$ cat config.mk
export PLATFORM = sky130hd
export DESIGN_NAME = control_fsm_flat
export DESIGN_NICKNAME = d
export VERILOG_FILES = /design/src/rtl/control_fsm_if.sv /design/src/rtl/control_fsm.sv /design/src/flat_wrapper.sv
export SDC_FILE = /design/constraint.sdc
export NUM_CORES = 1
export LEC_CHECK = 0
export CAP_MARGIN = 10
export CORE_AREA = 2 2 40 56
export CTS_CLUSTER_SIZE = 14
export DETAILED_ROUTE_END_ITERATION = 10
export DIE_AREA = 0 0 42 58
export GPL_ROUTABILITY_DRIVEN = 0
export HOLD_SLACK_MARGIN = 0.08
export PLACE_DENSITY_LB_ADDON = 0.3
export REMOVE_ABC_BUFFERS = 1
export SYNTH_ARGS = -nofsm -noshare
export SYNTH_HDL_FRONTEND = slang
export SYNTH_SLANG_ARGS = --single-unit
$ cat constraint.sdc
create_clock -name clk -period 2 [get_ports clk]
set_clock_uncertainty 0.1 [all_clocks]
set_input_delay 0.3 -clock clk [delete_from_list [all_inputs] [get_ports clk]]
set_output_delay 0.3 -clock clk [all_outputs]
set_load 0.05 [all_outputs]
$ cat src/rtl/control_fsm_if.sv
// Control-signal bundle between the control FSM and the decode/datapath/memory side.
// The master (control unit) sees the decoded IR fields and memory/branch status
// and drives every strobe and select.
interface control_fsm_if;
  logic [6:0] opcode;
  logic [2:0] f3;
  logic       mem_complete;
  logic       branch_taken;

  logic       write_pc_ne;
  logic       write_pc_ex;
  logic       write_pc;
  logic       write_ir;
  logic       write_rd;
  logic       write_csr;
  logic       mem_read;
  logic       mem_write;
  logic       addr_sel;
  logic [1:0] rd_sel;
  logic [1:0] alu_insel1;
  logic [1:0] alu_insel2;
  logic       retire;
  logic [1:0] fault;

  modport master (
    input  opcode, f3, mem_complete, branch_taken,
    output write_pc_ne, write_pc_ex, write_pc, write_ir, write_rd, write_csr,
           mem_read, mem_write, addr_sel, rd_sel, alu_insel1, alu_insel2, retire, fault
  );

  modport slave (
    output opcode, f3, mem_complete, branch_taken,
    input  write_pc_ne, write_pc_ex, write_pc, write_ir, write_rd, write_csr,
           mem_read, mem_write, addr_sel, rd_sel, alu_insel1, alu_insel2, retire, fault
  );
endinterface

$ cat src/rtl/control_fsm.sv
// Multi-cycle RV32I control unit. One instruction in flight: FETCH -> DECODE -> EXEC
// (-> MEM for loads/stores) -> FETCH, with debug halt/resume/single-step taken only at
// instruction boundaries and an optional memory-access timeout that parks the core in HALT.
module control_fsm #(
  parameter bit          RESET_HALTED = 1'b0,
  parameter int unsigned MEM_TIMEOUT  = 0,
  parameter int unsigned TIMEOUT_W    = 8
) (
  input  logic          clk,
  input  logic          rst,
  input  logic          halt_req,
  input  logic          resume_req,
  input  logic          step_req,
  output logic          halted,
  control_fsm_if.master ctrl
);

  localparam logic [6:0] OpOp     = 7'b0110011;
  localparam logic [6:0] OpOpImm  = 7'b0010011;
  localparam logic [6:0] OpLui    = 7'b0110111;
  localparam logic [6:0] OpAuipc  = 7'b0010111;
  localparam logic [6:0] OpJal    = 7'b1101111;
  localparam logic [6:0] OpJalr   = 7'b1100111;
  localparam logic [6:0] OpBranch = 7'b1100011;
  localparam logic [6:0] OpLoad   = 7'b0000011;
  localparam logic [6:0] OpStore  = 7'b0100011;
  localparam logic [6:0] OpFence  = 7'b0001111;
  localparam logic [6:0] OpSystem = 7'b1110011;

  localparam bit                   TmoEn    = (MEM_TIMEOUT != 0);
  localparam logic [TIMEOUT_W-1:0] TmoLimit = (MEM_TIMEOUT == 0) ? '0 :
                                              TIMEOUT_W'(MEM_TIMEOUT - 1);

  typedef enum logic [2:0] {
    StFetch,
    StDecode,
    StExec,
    StMem,
    StHalt
  } state_e;

  state_e               state_q, state_d;
  logic                 step_q, step_d;
  logic [TIMEOUT_W-1:0] tmo_q, tmo_d;

  // Internal (pre-reset-gating) versions of the outputs.
  logic       pc_ne, pc_ex, ir_wr, rd_wr, csr_wr, mrd, mwr, asel, hlt, ret;
  logic [1:0] rdsel, alu1, alu2, flt;
  logic       tmo_hit;
  state_e     boundary_st;

  // Limit cycle reached with the access still outstanding; a completion wins.
  assign tmo_hit = TmoEn && (tmo_q == TmoLimit) && !ctrl.mem_complete;

  // Where a retiring instruction goes: debugger halt or pending single step park us.
  assign boundary_st = (halt_req || step_q) ? StHalt : StFetch;

  // Next-state and control decode.
  always_comb begin
    state_d = state_q;
    step_d  = step_q;
    pc_ne   = 1'b0;
    pc_ex   = 1'b0;
    ir_wr   = 1'b0;
    rd_wr   = 1'b0;
    csr_wr  = 1'b0;
    mrd     = 1'b0;
    mwr     = 1'b0;
    asel    = 1'b0;
    hlt     = 1'b0;
    rdsel   = 2'b00;
    alu1    = 2'b00;
    alu2    = 2'b00;
    flt     = 2'b00;

    unique case (state_q)
      StFetch: begin
        asel = 1'b1;
        mrd  = 1'b1;
        if (ctrl.mem_complete) begin
          ir_wr   = 1'b1;
          state_d = StDecode;
        end else if (tmo_hit) begin
          flt     = 2'b10;
          state_d = StHalt;
        end
      end

      StDecode: state_d = StExec;

      StExec: begin
        case (ctrl.opcode)
          OpOp: begin
            rd_wr = 1'b1;
            pc_ne = 1'b1;
          end
          OpOpImm: begin
            // Shift-immediates take the shamt field instead of the full immediate.
            alu2  = (ctrl.f3 == 3'b001 || ctrl.f3 == 3'b101) ? 2'b10 : 2'b01;
            rd_wr = 1'b1;
            pc_ne = 1'b1;
          end
          OpLui: begin
            alu1  = 2'b10;
            alu2  = 2'b01;
            rd_wr = 1'b1;
            pc_ne = 1'b1;
          end
          OpAuipc: begin
            alu1  = 2'b01;
            alu2  = 2'b01;
            rd_wr = 1'b1;
            pc_ne = 1'b1;
          end
          OpJal, OpJalr: begin
            alu1  = (ctrl.opcode == OpJal) ? 2'b01 : 2'b00;
            alu2  = 2'b01;
            rdsel = 2'b11;
            rd_wr = 1'b1;
            pc_ex = 1'b1;
          end
          OpBranch: begin
            alu1  = 2'b01;
            alu2  = 2'b01;
            pc_ex = ctrl.branch_taken;
            pc_ne = !ctrl.branch_taken;
          end
          OpLoad, OpStore: begin
            alu2    = 2'b01;
            state_d = StMem;
          end
          OpFence: pc_ne = 1'b1;
          OpSystem: begin
            if (ctrl.f3 != 3'b000) begin
              rdsel  = 2'b10;
              rd_wr  = 1'b1;
              csr_wr = 1'b1;
              pc_ne  = 1'b1;
            end else begin
              // ECALL/EBREAK hand control to the debugger without retiring.
              state_d = StHalt;
            end
          end
          default: begin
            flt     = 2'b01;
            state_d = StHalt;
          end
        endcase
      end

      StMem: begin
        alu2 = 2'b01;
        mrd  = (ctrl.opcode == OpLoad);
        mwr  = (ctrl.opcode != OpLoad);
        if (ctrl.mem_complete) begin
          if (ctrl.opcode == OpLoad) begin
            rd_wr = 1'b1;
            rdsel = 2'b01;
          end
          pc_ne = 1'b1;
        end else if (tmo_hit) begin
          flt     = 2'b10;
          state_d = StHalt;
        end
      end

      StHalt: begin
        hlt = 1'b1;
        if (halt_req) begin
          state_d = StHalt;
        end else if (step_req) begin
          state_d = StFetch;
          step_d  = 1'b1;
        end else if (resume_req) begin
          state_d = StFetch;
        end
      end

      default: state_d = StHalt;
    endcase

    ret = pc_ne | pc_ex;
    if (ret) begin
      state_d = boundary_st;
      step_d  = 1'b0;
    end
    // A stale step flag must not survive a fault/ebreak halt.
    if (state_d == StHalt && state_q != StHalt) begin
      step_d = 1'b0;
    end
  end

  // Timeout counter: counts stalled access cycles, restarts on every state change.
  always_comb begin
    tmo_d = tmo_q;
    if (!TmoEn || state_d != state_q) begin
      tmo_d = '0;
    end else if ((state_q == StFetch || state_q == StMem) && !ctrl.mem_complete) begin
      tmo_d = tmo_q + 1'b1;
    end
  end

  // Output drive; reset forces every strobe low in the same cycle.
  always_comb begin
    halted           = hlt & ~rst;
    ctrl.write_pc_ne = pc_ne & ~rst;
    ctrl.write_pc_ex = pc_ex & ~rst;
    ctrl.write_pc    = ret & ~rst;
    ctrl.retire      = ret & ~rst;
    ctrl.write_ir    = ir_wr & ~rst;
    ctrl.write_rd    = rd_wr & ~rst;
    ctrl.write_csr   = csr_wr & ~rst;
    ctrl.mem_read    = mrd & ~rst;
    ctrl.mem_write   = mwr & ~rst;
    ctrl.addr_sel    = asel & ~rst;
    ctrl.rd_sel      = rst ? 2'b00 : rdsel;
    ctrl.alu_insel1  = rst ? 2'b00 : alu1;
    ctrl.alu_insel2  = rst ? 2'b00 : alu2;
    ctrl.fault       = rst ? 2'b00 : flt;
  end

  // State, step flag and timeout count registers with synchronous reset.
  always_ff @(posedge clk) begin
    if (rst) begin
      state_q <= RESET_HALTED ? StHalt : StFetch;
      step_q  <= 1'b0;
      tmo_q   <= '0;
    end else begin
      state_q <= state_d;
      step_q  <= step_d;
      tmo_q   <= tmo_d;
    end
  end

endmodule

$ cat src/flat_wrapper.sv
// flat-port wrapper written by rule: the top's interface ports become plain ports
module control_fsm_flat 
#(
  parameter bit          RESET_HALTED = 1'b0,
  parameter int unsigned MEM_TIMEOUT  = 0,
  parameter int unsigned TIMEOUT_W    = 8
)
  (clk, rst, halt_req, resume_req, step_req, halted, ctrl_opcode, ctrl_f3, ctrl_mem_complete, ctrl_branch_taken, ctrl_write_pc_ne, ctrl_write_pc_ex, ctrl_write_pc, ctrl_write_ir, ctrl_write_rd, ctrl_write_csr, ctrl_mem_read, ctrl_mem_write, ctrl_addr_sel, ctrl_rd_sel, ctrl_alu_insel1, ctrl_alu_insel2, ctrl_retire, ctrl_fault);
  control_fsm_if ctrl_i ();
  input  logic clk;
  input  logic rst;
  input  logic halt_req;
  input  logic resume_req;
  input  logic step_req;
  output logic halted;
  input wire logic [$bits(ctrl_i.opcode)-1:0] ctrl_opcode;
  input wire logic [$bits(ctrl_i.f3)-1:0] ctrl_f3;
  input wire logic [$bits(ctrl_i.mem_complete)-1:0] ctrl_mem_complete;
  input wire logic [$bits(ctrl_i.branch_taken)-1:0] ctrl_branch_taken;
  output wire logic [$bits(ctrl_i.write_pc_ne)-1:0] ctrl_write_pc_ne;
  output wire logic [$bits(ctrl_i.write_pc_ex)-1:0] ctrl_write_pc_ex;
  output wire logic [$bits(ctrl_i.write_pc)-1:0] ctrl_write_pc;
  output wire logic [$bits(ctrl_i.write_ir)-1:0] ctrl_write_ir;
  output wire logic [$bits(ctrl_i.write_rd)-1:0] ctrl_write_rd;
  output wire logic [$bits(ctrl_i.write_csr)-1:0] ctrl_write_csr;
  output wire logic [$bits(ctrl_i.mem_read)-1:0] ctrl_mem_read;
  output wire logic [$bits(ctrl_i.mem_write)-1:0] ctrl_mem_write;
  output wire logic [$bits(ctrl_i.addr_sel)-1:0] ctrl_addr_sel;
  output wire logic [$bits(ctrl_i.rd_sel)-1:0] ctrl_rd_sel;
  output wire logic [$bits(ctrl_i.alu_insel1)-1:0] ctrl_alu_insel1;
  output wire logic [$bits(ctrl_i.alu_insel2)-1:0] ctrl_alu_insel2;
  output wire logic [$bits(ctrl_i.retire)-1:0] ctrl_retire;
  output wire logic [$bits(ctrl_i.fault)-1:0] ctrl_fault;
  assign ctrl_i.opcode = ctrl_opcode;
  assign ctrl_i.f3 = ctrl_f3;
  assign ctrl_i.mem_complete = ctrl_mem_complete;
  assign ctrl_i.branch_taken = ctrl_branch_taken;
  assign ctrl_write_pc_ne = ctrl_i.write_pc_ne;
  assign ctrl_write_pc_ex = ctrl_i.write_pc_ex;
  assign ctrl_write_pc = ctrl_i.write_pc;
  assign ctrl_write_ir = ctrl_i.write_ir;
  assign ctrl_write_rd = ctrl_i.write_rd;
  assign ctrl_write_csr = ctrl_i.write_csr;
  assign ctrl_mem_read = ctrl_i.mem_read;
  assign ctrl_mem_write = ctrl_i.mem_write;
  assign ctrl_addr_sel = ctrl_i.addr_sel;
  assign ctrl_rd_sel = ctrl_i.rd_sel;
  assign ctrl_alu_insel1 = ctrl_i.alu_insel1;
  assign ctrl_alu_insel2 = ctrl_i.alu_insel2;
  assign ctrl_retire = ctrl_i.retire;
  assign ctrl_fault = ctrl_i.fault;
  control_fsm #(.RESET_HALTED(RESET_HALTED), .MEM_TIMEOUT(MEM_TIMEOUT), .TIMEOUT_W(TIMEOUT_W)) u_core (.clk(clk), .rst(rst), .halt_req(halt_req), .resume_req(resume_req), .step_req(step_req), .halted(halted), .ctrl(ctrl_i));
endmodule
==> metrics.md, run 1 <==
| Metric | Value |
|---|---|
| Crit path time final | 2.14 ns |
| CTS Sinks | 4 |
| Ys Warns | 0 |
| Max Slew Vio Count | 0 |
| Slowest stage delay, CP | approximately 0.54 ns |
| Area fraction of the dominant cell type after synthesis | 11.2% |
| Hold slack | ~0.47 ns |
| Area after DPL | 0.00147 sq mm |
| Clock power frac | 19.0% |
| Hold Path Depth | 2 |
| Tot GR Track Use | 29.5% |
| Setup WS post-layout | -0.136 ns |
| Worst-path clk slew | 0.03 ns |
| GRT Residual Overflow | 0 |
| # hold bufs at CTS | 0 |
| Die height | roughly 58 microns |
| Ys flop type | dfxtp_1 |
| Critical Path RT | 1.60 ns |
| Via/cell ratio | 6.29 |
| Non-filler instance count after layout | 201 |
| First-pass GRT wire length | around 5500 microns |
| TritonCTS buffer count | 3 |
| Post-DP HPWL | 2250 microns |
| CTS root buffer | clkbuf_4 |
| Endpoints failing setup | 6 |
| Switching Fraction | around two fifths |
| Worst R2R Path Depth | 4 |
| Layout Area Growth over Synthesis | 140% |
| Final Hold Viols | 0 |
| FF+latch count, synth | 4 |
| Post-Syn Instances | 110 |
| Cell internal pwr | 0.000304 W |
| Via count | 1,265 |
| Core Area | 0.00193 sq mm |
| Crit Path Category | in2out |
| Top cells by area, synth | dfxtp_1 (11%), nor2_1 (6.3%), o21ai_0 (4.9%), and3_1 (4.4%), nand2_1 (4.2%) |
| Synth cell types | 41 |
| Asr flop ratio synth | 0% |
| Sequential area share after synthesis | 11.2% |
| Sw Pwr | 0.000201 W |
| Drt first pass iters | 4 |
| Syn Area/Cell | 6.48 sq um |
| Diode count | 0 |
| Failing checks | negative setup slack |
| Arrival @ worst endpoint | 1.74 ns |
| Placed cell count | around 190 |
| FP Rows | 19 |
| Post-synth EDFFs | 0 |
| Vias in the first global route | around 1.2k |
| Slowest stage cell, crit path | or4b_4 |
| Largest net degree at the start of global routing | 11 |
| LEAKAGE | 0.737 nW |
| Fin util | between 80% and 90% |
| Port Buf Inserts | 34 |
| Nets | between 150 and 200 |
| Initial Utilization | 37.0% |
| FILL cells | 93 |
| CTS Buffer Depth | 2 |
| CTS tree | built |
| Pwr Total | 0.000505 W |
| Initial antenna violation count | 0 |
| Crit-path cells | buf_6 > or4b_4 > a32oi_4 > o32ai_2 > o21a_2 > buf_12 |
| Worst setup SP type | primary input |
| Design area | 0.00171 sq mm |
| Max Freq | 468 MHz |
| Peak VDD IR | slightly below 0.4 mV |
| RSZ-0062 raised after global routing | yes |
| Antenna-violating nets left | 0 |
| Die X | 42 microns |
| Mapped cell area | 713 sq um |
| Remaining DRCs | 0 |
| Fraction of layout cells with a size suffix above 1 | 59.4% |
| Fin crit share | 107% |
| Die area | around 0.0024 sq mm |
| Initial drt markers | 65 |
| Worst Hold Class | reg2reg |
| Power Density | 294 mW/mm^2 |
| Crit-path max FO | 3 |
| Max-cap check violation count | 0 |
| Synth area leader | dfxtp_1 |
| Worst-Skew Late Latency | between 0.2 and 0.25 ns |
| IO Count | 36 |
| WL final | 4050 microns |
| Power share of the combinational group | 63.0% |
| Reg power frac | approximately 18% |
| WL per Instance | ~20 microns |
| CP endpoint kind | primary output |
| CTS H-tree lvls | 1 |
| Status | complete, but fails checks |
## cell families after synthesis
kind of cell / Yosys count / synth area share, %
and+or+nand+nor: 59 / 46.8
AOI/OAI and AO/OA: 34 / 33.5
buffers and inverters: 12 / 7.89
other: 1 / 0.526
DFF: 4 / 11.2
## cell usage after synthesis, types with 3 or more instances
| cell | number |
|---|---|
| clkbuf_1 | 4 |
| nand2_1 | 8 |
| nor3b_1 | 3 |
| nor2_1 | 12 |
| nand2b_1 | 4 |
| nor2b_1 | 4 |
| o21ai_0 | 7 |
| nor3_1 | 5 |
| and2_1 | 3 |
| a31oi_1 | 3 |
| dfxtp_1 | 4 |
| nand4_1 | 4 |
| a21oi_1 | 5 |
| buf_4 | 3 |
| inv_1 | 5 |
| and3_1 | 5 |
## worst max-delay path: cells and delay by family
family                 cells  cell delay [ns]
AND/OR/NAND/NOR            1             0.54
AO/OA/AOI/OAI              3             0.64
buffers and inverters      2             0.25
## routing by layer
layer | share of wire (%) | global-route usage [%] | wire length [microns] | vias up
met4 | 5.6 | 17.1 | 227 | 0
met3 | 7.1 | 4.67 | 286 | 31
met2 | 54 | 56.3 | 2210 | 102
met1 | 33 | 29.6 | 1330 | 584
met5 | 0 | 0 | 0 | -
li1 | - | - | - | 548
## state kept, by name, indices dropped and copies added (netlist names)
| signal | flops |
|---|---|
| u_core.state_q | 3 |
| u_core.step_q | 1 |
## cell usage in the layout (no fill, tap or decap), drive strengths merged, types with 2 or more instances in the layout
master,Yosys,routed
nor3b,4,4
nand3,2,2
nand2,8,8
and3b,2,2
or2,2,2
nand2b,4,4
clkbuf,4,4
o21ai,7,7
a211oi,2,2
clkdlybuf4s50,0,4
nand4,4,4
a22o,2,2
a21oi,5,5
and2,4,4
nor2b,4,4
a21boi,2,2
nor3,5,5
dlygate4sd2,0,3
and3,5,5
buf,3,65
dfxtp,4,4
a31oi,3,3
inv,5,5
nor2,12,12
## power by group through the flow
stage	combinational, W	clock [W]	sequential, W
floorplan	0.000106	0	0.0000929
global placement	0.000255	0	0.0000895
detailed placement	0.000259	0	0.0000900
CTS	0.000285	0.000103	0.0000889
global route	0.000331	0.000102	0.0000913
finish	0.000318	0.0000960	0.0000910
## final cells by class
cell class	instances	area, sq um	share of cell area (%)
clock buffers	3	22.5	1.31
well taps	21	26.3	1.53
multi-input cells	94	752	43.9
repair buffers	74	813	47.4
flip-flops and latches	4	81.3	4.74
inverters	5	18.8	1.09
## metrics by stage
step                      TNS, ns  setup WS (ns)
after floorplan             -3.31         -0.556
after global placement      -5.67         -0.550
after detailed placement    -6.23         -0.609
after CTS                  -0.293         -0.147
after global routing       -0.700         -0.151
final                      -0.445         -0.136
## timing repair
action	in CTS	in global routing
pin swaps	20	12
setup endpoints to repair	19	15
setup buffers	5	3
gates resized for setup	66	19
## path summary, 6_finish.rpt
check             slack, ns         startpoint           endpoint
hold reg to reg        0.47      u_core.step_q  u_core.state_q[2]
hold / removal         0.47      u_core.step_q  u_core.state_q[2]
setup / recovery      -0.14         ctrl_f3[2]        ctrl_retire
setup reg to reg       0.35  u_core.state_q[0]  u_core.state_q[2]
(Power assumes the default switching activity.)
==> inputs of run 2 (changes only) <==
SLEW_MARGIN = 40   (was default)
==> results of run 2 <==
The final DEF is identical to that of run 1; final timing and power are the same.
